### src/rtl/bcd_codes_pkg.sv
// Shared constants and types for the BCD / Excess-3 conversion blocks.
package bcd_codes_pkg;

    localparam int unsigned DIGIT_W = 4;

    localparam logic [DIGIT_W-1:0] XS3_OFFSET = 4'd3;
    localparam logic [DIGIT_W-1:0] BCD_MAX    = 4'd9;

    typedef enum logic [1:0] {
        IDLE = 2'd0,
        CONV = 2'd1,
        DONE = 2'd2
    } state_t;

endpackage

### src/rtl/bcd_xs3_bit_fsm.sv
// Carry-state Mealy adder: adds one addend bit per clock to a serial stream.
// The carry is dropped at each digit boundary so every digit wraps mod 16.
module bcd_xs3_bit_fsm
    import bcd_codes_pkg::*;
(
    input  logic clk,
    input  logic rst,
    input  logic en,
    input  logic clr,
    input  logic bit_in,
    input  logic k,
    input  logic digit_last,
    output logic sum_out,
    output logic carry
);

    logic carry_nxt;

    // Carry state register
    always_ff @(posedge clk) begin
        if (rst) begin
            carry <= 1'b0;
        end else begin
            carry <= carry_nxt;
        end
    end

    // Next carry: majority of the three inputs, discarded at the digit boundary
    always_comb begin
        carry_nxt = carry;
        if (clr) begin
            carry_nxt = 1'b0;
        end else if (en) begin
            carry_nxt = digit_last ? 1'b0
                                   : ((bit_in & k) | (bit_in & carry) | (k & carry));
        end
    end

    // Mealy sum output
    always_comb begin
        sum_out = bit_in ^ k ^ carry;
    end

endmodule

### src/rtl/bcd_to_excess3_serial.sv
// Bit-serial packed BCD to Excess-3 converter with valid/ready on both sides.
// Optional macro BCD_XS3_ERR_CHECK_EN: flags input digits greater than 9 on out_err.
module bcd_to_excess3_serial
    import bcd_codes_pkg::*;
#(
    parameter int unsigned DIGITS = 2
) (
    input  logic                      clk,
    input  logic                      rst,
    input  logic                      in_valid,
    output logic                      in_ready,
    input  logic [4*DIGITS-1:0]       in_bcd,
    output logic                      out_valid,
    input  logic                      out_ready,
    output logic [4*DIGITS-1:0]       out_xs3,
    output logic                      out_err
);

    localparam int unsigned W     = DIGIT_W * DIGITS;
    localparam int unsigned CNT_W = $clog2(W);
    localparam logic [CNT_W-1:0] CNT_LAST = CNT_W'(W - 1);

    state_t           state;
    state_t           state_nxt;
    logic [W-1:0]     sr;
    logic [W-1:0]     sr_shift;
    logic [CNT_W-1:0] cnt;
    logic             accept;
    logic             conv;
    logic             last_bit;
    logic             k;
    logic             digit_last;
    logic             sum;
    logic             carry;
    logic             in_ready_nxt;
    logic             out_valid_nxt;

    // Datapath decode: addend follows the 0011 pattern within each digit
    always_comb begin
        accept     = in_valid && in_ready;
        conv       = (state == CONV);
        k          = ~cnt[1];
        digit_last = &cnt[1:0];
        last_bit   = (cnt == CNT_LAST);
        sr_shift   = {sum, sr[W-1:1]};
    end

    bcd_xs3_bit_fsm u_bit_fsm (
        .clk        (clk),
        .rst        (rst),
        .en         (conv),
        .clr        (accept),
        .bit_in     (sr[0]),
        .k          (k),
        .digit_last (digit_last),
        .sum_out    (sum),
        .carry      (carry)
    );

    // Handshake FSM state register
    always_ff @(posedge clk) begin
        if (rst) begin
            state <= IDLE;
        end else begin
            state <= state_nxt;
        end
    end

    // Next-state logic
    always_comb begin
        state_nxt = state;
        case (state)
            IDLE:    if (accept)    state_nxt = CONV;
            CONV:    if (last_bit)  state_nxt = DONE;
            DONE:    if (out_ready) state_nxt = IDLE;
            default:                state_nxt = IDLE;
        endcase
    end

    // Output decode from the upcoming state so the flags register with it
    always_comb begin
        in_ready_nxt  = (state_nxt == IDLE);
        out_valid_nxt = (state_nxt == DONE);
    end

    // Registered handshake outputs
    always_ff @(posedge clk) begin
        if (rst) begin
            in_ready  <= 1'b1;
            out_valid <= 1'b0;
        end else begin
            in_ready  <= in_ready_nxt;
            out_valid <= out_valid_nxt;
        end
    end

    // Shift register, bit counter and result capture
    always_ff @(posedge clk) begin
        if (rst) begin
            sr      <= '0;
            cnt     <= '0;
            out_xs3 <= '0;
        end else begin
            if (accept) begin
                sr  <= in_bcd;
                cnt <= '0;
            end else if (conv) begin
                sr  <= sr_shift;
                cnt <= cnt + CNT_W'(1);
                if (last_bit) begin
                    out_xs3 <= sr_shift;
                end
            end
        end
    end

`ifdef BCD_XS3_ERR_CHECK_EN
    logic bad_digit;

    // Any digit above 9 marks the word as invalid BCD
    always_comb begin
        bad_digit = 1'b0;
        for (int unsigned d = 0; d < DIGITS; d++) begin
            if (in_bcd[d*DIGIT_W +: DIGIT_W] > BCD_MAX) begin
                bad_digit = 1'b1;
            end
        end
    end

    // Error flag captured on accept, cleared on return to IDLE
    always_ff @(posedge clk) begin
        if (rst) begin
            out_err <= 1'b0;
        end else if (accept) begin
            out_err <= bad_digit;
        end else if (state_nxt == IDLE) begin
            out_err <= 1'b0;
        end
    end
`else
    assign out_err = 1'b0;
`endif

endmodule
### config.mk
export PLATFORM = sky130hd
export DESIGN_NAME = bcd_to_excess3_serial
export DESIGN_NICKNAME = d
export VERILOG_FILES = /design/src/rtl/bcd_codes_pkg.sv /design/src/rtl/bcd_xs3_bit_fsm.sv /design/src/rtl/bcd_to_excess3_serial.sv
export SDC_FILE = /design/constraint.sdc
export NUM_CORES = 1
export LEC_CHECK = 0
export CORE_MARGIN = 2
export CORE_UTILIZATION = 30
export CTS_CLUSTER_SIZE = 20
export DETAILED_ROUTE_END_ITERATION = 10
export GPL_ROUTABILITY_DRIVEN = 1
export PLACE_DENSITY = 0.5
export SLEW_MARGIN = 0
export SYNTH_ARGS = -nofsm -noshare
export SYNTH_HDL_FRONTEND = slang
export SYNTH_SLANG_ARGS = --single-unit
### constraint.sdc
create_clock -name clk -period 1.9 [get_ports clk]
set_input_delay 0.475 -clock clk [delete_from_list [all_inputs] [get_ports clk]]
set_output_delay 0.475 -clock clk [all_outputs]
set_load 0.02 [all_outputs]
==> results.sh <==
export IMPL_critical_path_top_delay_family="buffers and inverters"
export IMPL_grt_overflow_total=0
export IMPL_cts_buffer_depth=2
export IMPL_synth_cell_types=25
export IMPL_rows=22
export IMPL_fp_dieH_um=64.8
export IMPL_fin_crit_ps=1700
export IMPL_max_stage_delay_ps=610
export IMPL_power_density_mw_per_mm2=799
export IMPL_drive_gt1_share_pct=8.59
export IMPL_cts_sinks=24
export IMPL_ioPinCount=23
export IMPL_final_cell_mix="dfxtp_1, clkdlybuf4s50_1, mux2i_1"
export IMPL_gp_congestion=0.704
export IMPL_ant_nets=0
export IMPL_core_mm2=0.00361
export IMPL_hold_violations=0
export IMPL_n_antenna_cell=0
export IMPL_cp_cell_sequence="clkdlybuf4s50_1"
export IMPL_via_count=781
export IMPL_drc=0
export IMPL_critPathArrivalTime_ps=1220
export IMPL_syn_area_mm2=0.00111
export IMPL_required_ps=1420
export IMPL_cts_tree="built"
export IMPL_syn_to_final_growth_pct=27.6
export IMPL_final_fill_count=358
export IMPL_cts_hold_buf=0
export IMPL_crit_path_start_kind="flip-flop"
export IMPL_setup_tns_final_ps=0
export IMPL_critPathKind="reg -> out"
export IMPL_final_common_cell="dfxtp_1"
export IMPL_grt_max_degree=33
export IMPL_dp_hpwl_um=1430
export IMPL_die_w_um=64.8
export IMPL_cts_buffers=3
export IMPL_htreeDepth=1
export IMPL_cp_depth=1
export IMPL_cts_setup_buffers=0
export IMPL_clk_latency_ps=270
export IMPL_finClkSkew_ps=6.44
export IMPL_synth_warnings=0
export IMPL_dp_slack_ps=210
export IMPL_finalPower_mw=1.13
export IMPL_syn_inst=107
export IMPL_grt_pass1_vias=751
export IMPL_fin_nets=144
export IMPL_dr_first_iter_drc_count=9
export IMPL_syn_avg_cell_area_um2=10.4
export IMPL_drt_pass1_iter_count=2
export IMPL_reg2regPathDepth=4
export IMPL_synth_largest_area_cell="dfxtp_1"
export IMPL_rsz0062_at_grt="false"
export IMPL_antenna_found_initial=0
export IMPL_synth_area_top_cells="dfxtp_1, mux2i_1, nand2b_1"
export IMPL_ir_drop_mv=0.492
export IMPL_holdPathStages=2
export IMPL_p_leak_nw=0.512
export IMPL_slew_violations=0
export IMPL_start_util_pct=30.8
export IMPL_critPathSlowestCell="clkdlybuf4s50_1"
export IMPL_synth_top_area_share_pct=43.3
export IMPL_cts_resized=0
export IMPL_clk_pin_slew_ps=90
export IMPL_wl_per_cell_um=11.1
export IMPL_endpoint_kind="output pin"
export IMPL_synth_seq_area_share_pct=43.3
export IMPL_max_cap_violations=0
export IMPL_crit_fanout=2
export IMPL_worstHoldPathType="reg -> reg"
export IMPL_die_area_mm2=0.00420
export IMPL_ctsRootBufferMaster="clkbuf_8"
export IMPL_syn_nets=122
export IMPL_fin_ws_ps=202
export IMPL_max_freq_ghz=0.589
export IMPL_via_per_inst=4.44
export IMPL_track_usage_pct=9.93
export IMPL_status="completed"
export IMPL_io_buffer_count=21
export IMPL_grt_first_pass_wirelength_um=3310
export IMPL_regToRegSetupSlack_ps=520
export IMPL_routed_wl_um=1950
export IMPL_fin_crit_sh_pct=89.4
export IMPL_crit_buf_inv=1
export IMPL_ys_ff_latch=24
export IMPL_finalSetupViolations=0
-- metrics by stage --
stage | cell area [µm²] | std cells | utilization [%] | hold slack [ps]
6_report | 1420 | 176 | 39.3 | 476
5_1_grt | 1420 | 176 | 39.3 | 515
4_1_cts | 1420 | 176 | 39.3 | 482
3_5_place_dp | 1350 | 172 | 37.3 | 463
3_3_place_gp | 1350 | 172 | 37.3 | 459
2_1_floorplan | 1110 | 107 | - | 463
-- cell usage after synthesis --
master	instances
nor2b_1	1
nand2_1	3
dfxtp_1	24
mux2_2	1
mux2i_1	19
buf_12	1
nor3_1	5
a21o_1	1
buf_4	2
inv_1	1
nor2_1	9
clkbuf_1	1
o21bai_1	1
a211oi_1	8
conb_1	1
a21oi_1	2
ha_1	2
nand2b_1	16
nor2b_4	1
buf_6	3
and3_2	1
buf_2	1
xnor2_1	1
fa_1	1
and2_1	1
-- cell families after synthesis --
kind of cell | Yosys count | synth area share [%]
adder cells (fa/ha/maj) | 3 | 4.06
AO/OA/AOI/OAI | 12 | 7.67
other | 1 | 0.338
AND/OR/NAND/NOR | 37 | 18.4
flip-flops | 24 | 43.3
multiplexers | 20 | 18.2
buffers and inverters | 9 | 7.33
XOR/XNOR | 1 | 0.789
-- path summary, 6_finish.rpt --
path	end	from
setup / recovery	out_xs3[4]	out_xs3[4]
hold / removal	out_xs3[1]	out_xs3[1]
setup reg to reg	out_xs3[7]	cnt[1]
hold reg to reg	out_xs3[1]	out_xs3[1]
-- flip-flops by register name (all words and copies together) (netlist names) --
register / count
cnt: 3
in_ready: 1
out_valid: 1
out_xs3: 8
sr: 8
state: 2
u_bit_fsm.carry: 1
-- routing by layer --
| layer | wire, µm | track usage (%) | vias up | share of wire, % |
|---|---|---|---|---|
| li1 | - | - | 404 | - |
| met1 | 946 | 12.3 | 359 | 48 |
| met2 | 886 | 16.2 | 18 | 45 |
| met3 | 121 | 3.99 | 0 | 6.2 |
| met4 | 0 | 2.13 | 0 | 0 |
| met5 | 0 | 0 | - | 0 |
-- power by group --
| group | internal (mW) | switching [mW] | total (mW) |
|---|---|---|---|
| Combinational | 0.0794 | 0.0609 | 0.140 |
| Clock | 0.282 | 0.166 | 0.447 |
| Sequential | 0.526 | 0.0180 | 0.544 |
| Total | 0.887 | 0.245 | 1.13 |
-- area by class of cell --
cell class | instances | area (µm²) | area share [%]
Clock buffer | 3 | 41.3 | 2.92
Clock inverter | 1 | 30.0 | 2.12
Inverter | 1 | 3.75 | 0.265
Multi-Input combinational cell | 74 | 548 | 38.7
Sequential cell | 24 | 480 | 33.9
Tap cell | 48 | 60.1 | 4.24
Timing Repair Buffer | 25 | 253 | 17.8
No activity file was read; power rests on OpenSTA's default activity.
